### config.mk
export PLATFORM = sky130hd
export DESIGN_NAME = fft_stage_sequencer_flat
export DESIGN_NICKNAME = d
export VERILOG_FILES = /design/src/rtl/fft_stage_sequencer_pkg.sv /design/src/rtl/fft_stage_sequencer_if.sv /design/src/rtl/fft_stage_sequencer_delay.sv /design/src/rtl/fft_stage_sequencer.sv /design/src/flat_wrapper.sv
export SDC_FILE = /design/constraint.sdc
export NUM_CORES = 1
export LEC_CHECK = 0
export CORE_MARGIN = 2
export CORE_UTILIZATION = 35
export CTS_CLUSTER_DIAMETER = 100
export CTS_CLUSTER_SIZE = 16
export DETAILED_ROUTE_END_ITERATION = 8
export HOLD_SLACK_MARGIN = 0.12
export SLEW_MARGIN = 10
export SYNTH_ARGS = -nofsm -noshare
export SYNTH_HDL_FRONTEND = slang
export SYNTH_HIERARCHICAL = 1
export SYNTH_SLANG_ARGS = --single-unit
### constraint.sdc
create_clock -name clk -period 1.9 [get_ports clk]
set_clock_uncertainty 0.2 [all_clocks]
set_input_delay 0.38 -clock clk [delete_from_list [all_inputs] [get_ports clk]]
set_output_delay 0.38 -clock clk [all_outputs]
set_load 0.01 [all_outputs]
### src/rtl/fft_stage_sequencer_pkg.sv
`default_nettype none
// ============================================================================
// Package : fft_stage_sequencer_pkg
// Brief   : FSM state encoding and default FFT geometry, shared with the index mappers.
// Rev     : 1.0  initial release
// ============================================================================
package fft_stage_sequencer_pkg;

  localparam int N_DEF      = 32;
  localparam int MSB_DEF    = 5;
  localparam int BF_LAT_DEF = 3;
  localparam int STAGES     = $clog2(N_DEF);
  localparam int IDX_W      = MSB_DEF;
  localparam int STAGE_W    = $clog2(MSB_DEF);

  typedef enum logic [1:0] {
    S_IDLE  = 2'd0,
    S_ISSUE = 2'd1,
    S_DRAIN = 2'd2,
    S_DONE  = 2'd3
  } seq_state_e;

endpackage
`default_nettype wire

### src/rtl/fft_stage_sequencer_if.sv
`default_nettype none
// ============================================================================
// Interface : fft_stage_sequencer_if
// Brief     : Control/read/write-back bundle of the FFT stage sequencer
//             (hold_i present only when FFT_SEQ_HOLD_EN is defined).
// Rev       : 1.0  initial release
// ============================================================================
interface fft_stage_sequencer_if #(
  parameter int MSB = fft_stage_sequencer_pkg::MSB_DEF
);
  localparam int STG_W = $clog2(MSB);

  logic             start_i;
`ifdef FFT_SEQ_HOLD_EN
  logic             hold_i;
`endif
  logic             rd_en_o;
  logic [MSB-1:0]   rd_idx_a_o;
  logic [MSB-1:0]   rd_idx_b_o;
  logic [STG_W-1:0] rd_stage_o;
  logic             wr_en_o;
  logic [MSB-1:0]   wr_idx_a_o;
  logic [MSB-1:0]   wr_idx_b_o;
  logic [STG_W-1:0] wr_stage_o;
  logic             busy_o;
  logic             done_o;

  modport master (
    input  start_i,
`ifdef FFT_SEQ_HOLD_EN
    input  hold_i,
`endif
    output rd_en_o, rd_idx_a_o, rd_idx_b_o, rd_stage_o,
    output wr_en_o, wr_idx_a_o, wr_idx_b_o, wr_stage_o,
    output busy_o, done_o
  );

  modport slave (
    output start_i,
`ifdef FFT_SEQ_HOLD_EN
    output hold_i,
`endif
    input  rd_en_o, rd_idx_a_o, rd_idx_b_o, rd_stage_o,
    input  wr_en_o, wr_idx_a_o, wr_idx_b_o, wr_stage_o,
    input  busy_o, done_o
  );

endinterface
`default_nettype wire

### src/rtl/fft_stage_sequencer_delay.sv
`default_nettype none
// ============================================================================
// Module : fft_seq_delay
// Brief  : DEPTH-stage shift register with synchronous clear and shift enable.
// Rev    : 1.0  initial release
// ============================================================================
module fft_seq_delay #(
  parameter int W     = 1,
  parameter int DEPTH = 3
) (
  input  logic         clk,
  input  logic         clr_i,
  input  logic         en_i,
  input  logic [W-1:0] d_i,
  output logic [W-1:0] q_o
);

  logic [W-1:0] pipe_q [DEPTH];

  always_ff @(posedge clk) begin
    if (clr_i) begin
      for (int i = 0; i < DEPTH; i++) pipe_q[i] <= '0;
    end else if (en_i) begin
      pipe_q[0] <= d_i;
      for (int i = 1; i < DEPTH; i++) pipe_q[i] <= pipe_q[i-1];
    end
  end

  assign q_o = pipe_q[DEPTH-1];

endmodule
`default_nettype wire

### src/rtl/fft_stage_sequencer.sv
`default_nettype none
// ============================================================================
// Module : fft_stage_sequencer
// Brief  : Walks butterfly pair indices over all log2(N) radix-2 stages and
//          delays them by BF_LAT to form write-back indices.
//          Optional stall input enabled by defining FFT_SEQ_HOLD_EN.
// Rev    : 1.0  initial release
// ============================================================================
module fft_stage_sequencer
  import fft_stage_sequencer_pkg::*;
#(
  parameter int N      = N_DEF,
  parameter int MSB    = MSB_DEF,
  parameter int BF_LAT = BF_LAT_DEF
) (
  input  logic                  clk,
  input  logic                  reset,
  fft_stage_sequencer_if.master bus
);

  localparam int STG_W = $clog2(MSB);
  localparam int CNT_W = (BF_LAT > 1) ? $clog2(BF_LAT) : 1;
  localparam int DLY_W = 1 + 2*MSB + STG_W;
  localparam logic [MSB-2:0]   K_LAST   = (MSB-1)'(N/2 - 1);
  localparam logic [MSB-2:0]   K_ONE    = (MSB-1)'(1);
  localparam logic [STG_W-1:0] STG_LAST = STG_W'(MSB - 1);
  localparam logic [STG_W-1:0] STG_ONE  = STG_W'(1);
  localparam logic [CNT_W-1:0] CNT_LAST = CNT_W'(BF_LAT - 1);
  localparam logic [CNT_W-1:0] CNT_ONE  = CNT_W'(1);

  seq_state_e       state_q;
  logic [MSB-2:0]   k_q;
  logic [STG_W-1:0] stage_q;
  logic [CNT_W-1:0] cnt_q;
  logic             rd_en_q;
  logic             busy_q;
  logic             done_q;
  logic             hold_act;
  logic             rd_en_w;
  logic [MSB-1:0]   rd_idx_a_w;
  logic [MSB-1:0]   rd_idx_b_w;
  logic [DLY_W-1:0] dly_w;

`ifdef FFT_SEQ_HOLD_EN
  assign hold_act = bus.hold_i && (state_q == S_ISSUE || state_q == S_DRAIN);
`else
  assign hold_act = 1'b0;
`endif

  always_ff @(posedge clk) begin
    if (reset) begin
      state_q <= S_IDLE;
      k_q     <= '0;
      stage_q <= '0;
      cnt_q   <= '0;
      rd_en_q <= 1'b0;
      busy_q  <= 1'b0;
      done_q  <= 1'b0;
    end else if (!hold_act) begin
      case (state_q)
        S_IDLE: begin
          if (bus.start_i) begin
            state_q <= S_ISSUE;
            k_q     <= '0;
            stage_q <= '0;
            rd_en_q <= 1'b1;
            busy_q  <= 1'b1;
          end
        end
        S_ISSUE: begin
          if (k_q == K_LAST) begin
            state_q <= S_DRAIN;
            k_q     <= '0;
            cnt_q   <= '0;
            rd_en_q <= 1'b0;
          end else begin
            k_q <= k_q + K_ONE;
          end
        end
        S_DRAIN: begin
          // Next stage may only read once every write of this stage has landed.
          if (cnt_q == CNT_LAST) begin
            cnt_q <= '0;
            if (stage_q == STG_LAST) begin
              state_q <= S_DONE;
              stage_q <= '0;
              busy_q  <= 1'b0;
              done_q  <= 1'b1;
            end else begin
              state_q <= S_ISSUE;
              stage_q <= stage_q + STG_ONE;
              rd_en_q <= 1'b1;
            end
          end else begin
            cnt_q <= cnt_q + CNT_ONE;
          end
        end
        S_DONE: begin
          state_q <= S_IDLE;
          done_q  <= 1'b0;
        end
        default: state_q <= S_IDLE;
      endcase
    end
  end

  // Odd index takes its LSB from rd_en_q so every index reads zero when idle.
  assign rd_en_w    = rd_en_q & ~hold_act;
  assign rd_idx_a_w = {k_q, 1'b0};
  assign rd_idx_b_w = {k_q, rd_en_q};

  assign bus.rd_en_o    = rd_en_w;
  assign bus.rd_idx_a_o = rd_idx_a_w;
  assign bus.rd_idx_b_o = rd_idx_b_w;
  assign bus.rd_stage_o = stage_q;
  assign bus.busy_o     = busy_q;
  assign bus.done_o     = done_q;

  fft_seq_delay #(
    .W     (DLY_W),
    .DEPTH (BF_LAT)
  ) u_delay (
    .clk   (clk),
    .clr_i (reset),
    .en_i  (~hold_act),
    .d_i   ({rd_en_w, rd_idx_a_w, rd_idx_b_w, stage_q}),
    .q_o   (dly_w)
  );

  assign bus.wr_en_o    = dly_w[DLY_W-1] & ~hold_act;
  assign bus.wr_idx_a_o = dly_w[DLY_W-2 -: MSB];
  assign bus.wr_idx_b_o = dly_w[DLY_W-2-MSB -: MSB];
  assign bus.wr_stage_o = dly_w[STG_W-1:0];

endmodule
`default_nettype wire

### src/flat_wrapper.sv
// flat-port wrapper written by rule: the top's interface ports become plain ports
module fft_stage_sequencer_flat import fft_stage_sequencer_pkg::*;
#(
  parameter int N      = N_DEF,
  parameter int MSB    = MSB_DEF,
  parameter int BF_LAT = BF_LAT_DEF
)
  (clk, reset, bus_start_i, bus_rd_en_o, bus_rd_idx_a_o, bus_rd_idx_b_o, bus_rd_stage_o, bus_wr_en_o, bus_wr_idx_a_o, bus_wr_idx_b_o, bus_wr_stage_o, bus_busy_o, bus_done_o);
  fft_stage_sequencer_if #(.MSB(MSB)) bus_i ();
  input  logic clk;
  input  logic reset;
  input wire logic [$bits(bus_i.start_i)-1:0] bus_start_i;
  output wire logic [$bits(bus_i.rd_en_o)-1:0] bus_rd_en_o;
  output wire logic [$bits(bus_i.rd_idx_a_o)-1:0] bus_rd_idx_a_o;
  output wire logic [$bits(bus_i.rd_idx_b_o)-1:0] bus_rd_idx_b_o;
  output wire logic [$bits(bus_i.rd_stage_o)-1:0] bus_rd_stage_o;
  output wire logic [$bits(bus_i.wr_en_o)-1:0] bus_wr_en_o;
  output wire logic [$bits(bus_i.wr_idx_a_o)-1:0] bus_wr_idx_a_o;
  output wire logic [$bits(bus_i.wr_idx_b_o)-1:0] bus_wr_idx_b_o;
  output wire logic [$bits(bus_i.wr_stage_o)-1:0] bus_wr_stage_o;
  output wire logic [$bits(bus_i.busy_o)-1:0] bus_busy_o;
  output wire logic [$bits(bus_i.done_o)-1:0] bus_done_o;
  assign bus_i.start_i = bus_start_i;
  assign bus_rd_en_o = bus_i.rd_en_o;
  assign bus_rd_idx_a_o = bus_i.rd_idx_a_o;
  assign bus_rd_idx_b_o = bus_i.rd_idx_b_o;
  assign bus_rd_stage_o = bus_i.rd_stage_o;
  assign bus_wr_en_o = bus_i.wr_en_o;
  assign bus_wr_idx_a_o = bus_i.wr_idx_a_o;
  assign bus_wr_idx_b_o = bus_i.wr_idx_b_o;
  assign bus_wr_stage_o = bus_i.wr_stage_o;
  assign bus_busy_o = bus_i.busy_o;
  assign bus_done_o = bus_i.done_o;
  fft_stage_sequencer #(.N(N), .MSB(MSB), .BF_LAT(BF_LAT)) u_core (.clk(clk), .reset(reset), .bus(bus_i));
endmodule
==> flow_summary.json <==
{
  "rsz0062_at_grt": "no",
  "nets": 220,
  "grt_pass1_wl_mm": 6.06,
  "avgSynthCellArea_um2": 13.1,
  "routed_via_density": 4.59,
  "die_w_um": 89.1,
  "cts_tree": "yes",
  "endpoint_kind": "primary output",
  "drtIter0Drc": 56,
  "setup_tns_ns": 0,
  "final_cell_mix": "and3b_1, edfxtp_1, clkdlybuf4s50_1, conb_1",
  "worstSetupStartpointType": "register",
  "dr.pass1.iters": 4,
  "outcome": "complete, no violations",
  "syn_to_final_growth_pct": 16.2,
  "synth_adder_area_share": 0.0148,
  "first_global_vias": 1307,
  "crit_required_ns": 1.32,
  "p_leak_uw": 0.00126,
  "crit_type": "reg -> out",
  "die_area_mm2": 0.00794,
  "die_h_um": 89.1,
  "cts_inserted_buffers": 5,
  "synth-xor-area-share": 0,
  "cp_max_fo": 6,
  "crit_buf_inv": 1,
  "grt_max_degree": 43,
  "clock_latency_ns": 0.30,
  "maxSlewViolCount": 0,
  "num_io_pins": 33,
  "port_buffers": 31,
  "crit_path_top_delay_cell": "clkdlybuf4s50_1",
  "vias": 1442,
  "synth-simple-area-share": 0.227,
  "setup_viol": 0,
  "crit_arrival_ns": 1.24,
  "clockRootBuffer": "clkbuf_8",
  "post_route_cells_drive_above_1_share": 0.116,
  "drtAntennaViolNets": 0,
  "ir_drop_mv": 0.325,
  "synth_compound_area_frac": 0.0597,
  "syn_inst": 194,
  "ys_seq_area_frac": 0.608,
  "wl_per_cell_um": 12.1,
  "clockBufferDepth": 2,
  "diodes": 0,
  "hold_path.class": "reg -> reg",
  "setup_ws_ns": 0.0804,
  "synth_area_mm2": 0.00254,
  "p_per_area_mw_per_mm2": 748,
  "h-tree-depth": 2,
  "grt_overflow_total": 0,
  "hold_buffers": 0,
  "hold_viol_final": 0,
  "place.gp.congestion": 0.773,
  "initial_core_util": 0.355,
  "dpl_worst_slack_ns": -0.00657,
  "crit_chain": "clkdlybuf4s50_1",
  "clock.fmax_ghz": 0.550,
  "relSlewSlack": 0.401,
  "synth_cell_types": 39,
  "ys_seq_elements": 56,
  "critPathTopFamily": "buffers and inverters",
  "cts_sinks": 56,
  "path_clk_slew_ns": 0.09,
  "synth_mux_area_frac": 0,
  "min_period_over_period": 0.958,
  "dp_hpwl_mm": 2.50,
  "antenna_found_initial": 0,
  "synth_top_family_by_area": "simple AND/OR/NAND/NOR gates",
  "post_cts_buffers": 0,
  "tightestPinTransition_ns": 0.899,
  "fin_crit_ns": 1.82,
  "drc": 0,
  "yosys_warnings": 6,
  "grt_usage": 0.0993,
  "slowest_delay_ns": 0.55,
  "wl_mm": 3.78,
  "rows": 31,
  "drv_cap": 0,
  "core_mm2": 0.00714
}
[layer usage]
layer,track usage,vias to the layer above,part of all wire
li1,-,733,-
met1,0.117,679,0.45
met2,0.171,28,0.52
met3,0.0332,2,0.032
met4,0.0312,0,0.0055
met5,0,-,0
[path summary, 6_finish.rpt]
path	start	end	slack, ns	cells past startpoint
worst max register to register	u_core/bus.rd_stage_o[0]	u_core/bus.rd_stage_o[2]	0.22	5
worst min register to register	u_core/bus.busy_o	u_core/bus.busy_o	0.32	2
worst max-delay path	u_core/bus.rd_stage_o[2]	bus_rd_stage_o[2]	0.08	1
worst min-delay path	u_core/bus.busy_o	u_core/bus.busy_o	0.32	2
[state kept, by name (all words and copies together) (netlist names)]
register / cells
u_core/state_q: 2
u_core/bus.done_o: 1
u_core/bus.rd_en_o: 1
u_core/k_q: 4
u_core/bus.rd_stage_o: 3
u_core/bus.busy_o: 1
u_core/cnt_q: 2
u_core/u_delay/pipe_q: 42
[per-stage QoR]
step	instances	hold WS [ns]	total power, µW	util	cell area, µm²
floorplan	201	0.315	1550	-	2560
global placement	306	0.307	1600	0.397	2840
detailed placement	306	0.308	1600	0.397	2840
CTS	314	0.325	2230	0.411	2930
global route	314	0.334	2310	0.413	2950
finish	314	0.320	2210	0.413	2950
[power by group]
group	total, µW	switching, µW	internal, µW
registers	1400	25.9	1370
clock network	626	364	262
logic	182	89.4	92.8
[logic make-up (layout without fill, tap and decap cells)]
logic type,count (synthesis),in the layout
AOI/OAI and AO/OA,21,21
adders and majority gates,3,3
buffers and inverters,35,49
DFF,56,56
other,2,9
and+or+nand+nor,77,77
[repair_timing]
action                                  in CTS  in global routing
endpoints found under the setup margin      12                  9
gates cloned                                 0                  0
resized for setup                            7                  6
[Yosys cell counts]
| cell | n | share of area |
|---|---|---|
| clkbuf_1 | 1 | 0.0015 |
| or3b_1 | 1 | 0.0035 |
| nor3_1 | 2 | 0.0039 |
| conb_1 | 2 | 0.0030 |
| nor2b_1 | 3 | 0.0074 |
| o21ai_0 | 1 | 0.0020 |
| o32a_1 | 1 | 0.0039 |
| and2b_1 | 1 | 0.0030 |
| and2_1 | 2 | 0.0049 |
| nor2_1 | 5 | 0.0074 |
| o31ai_1 | 1 | 0.0030 |
| buf_4 | 21 | 0.062 |
| or2_2 | 2 | 0.0049 |
| and3b_1 | 42 | 0.15 |
| a22oi_1 | 1 | 0.0030 |
| nand2_1 | 5 | 0.0074 |
| a211oi_1 | 2 | 0.0059 |
| edfxtp_1 | 42 | 0.50 |
| a2111oi_0 | 1 | 0.0035 |
| o21bai_1 | 1 | 0.0030 |
| a22o_1 | 3 | 0.010 |
| a311oi_1 | 1 | 0.0035 |
| buf_2 | 8 | 0.016 |
| and4bb_2 | 1 | 0.0049 |
| ha_1 | 3 | 0.015 |
| nand2b_1 | 1 | 0.0025 |
| o211a_1 | 1 | 0.0039 |
| a21oi_1 | 4 | 0.0079 |
| and3_1 | 1 | 0.0025 |
| nor4b_1 | 1 | 0.0035 |
| a31oi_1 | 4 | 0.0099 |
| nand3b_1 | 3 | 0.0089 |
| nand4_1 | 2 | 0.0049 |
| or4b_1 | 1 | 0.0039 |
| nand3_1 | 3 | 0.0059 |
| inv_1 | 4 | 0.0059 |
| dfxtp_1 | 14 | 0.11 |
| clkbuf_2 | 1 | 0.0020 |
| nor3b_1 | 1 | 0.0030 |
[area by class of cell]
cell class	count	area (µm²)
Timing Repair Buffer	37	358
Fill cell	684	4190
Tap cell	99	124
Inverter	4	15.0
Sequential cell	56	1560
Clock buffer	5	68.8
Clock inverter	3	21.3
Multi-Input combinational cell	110	800
(Power assumes the default switching activity.)
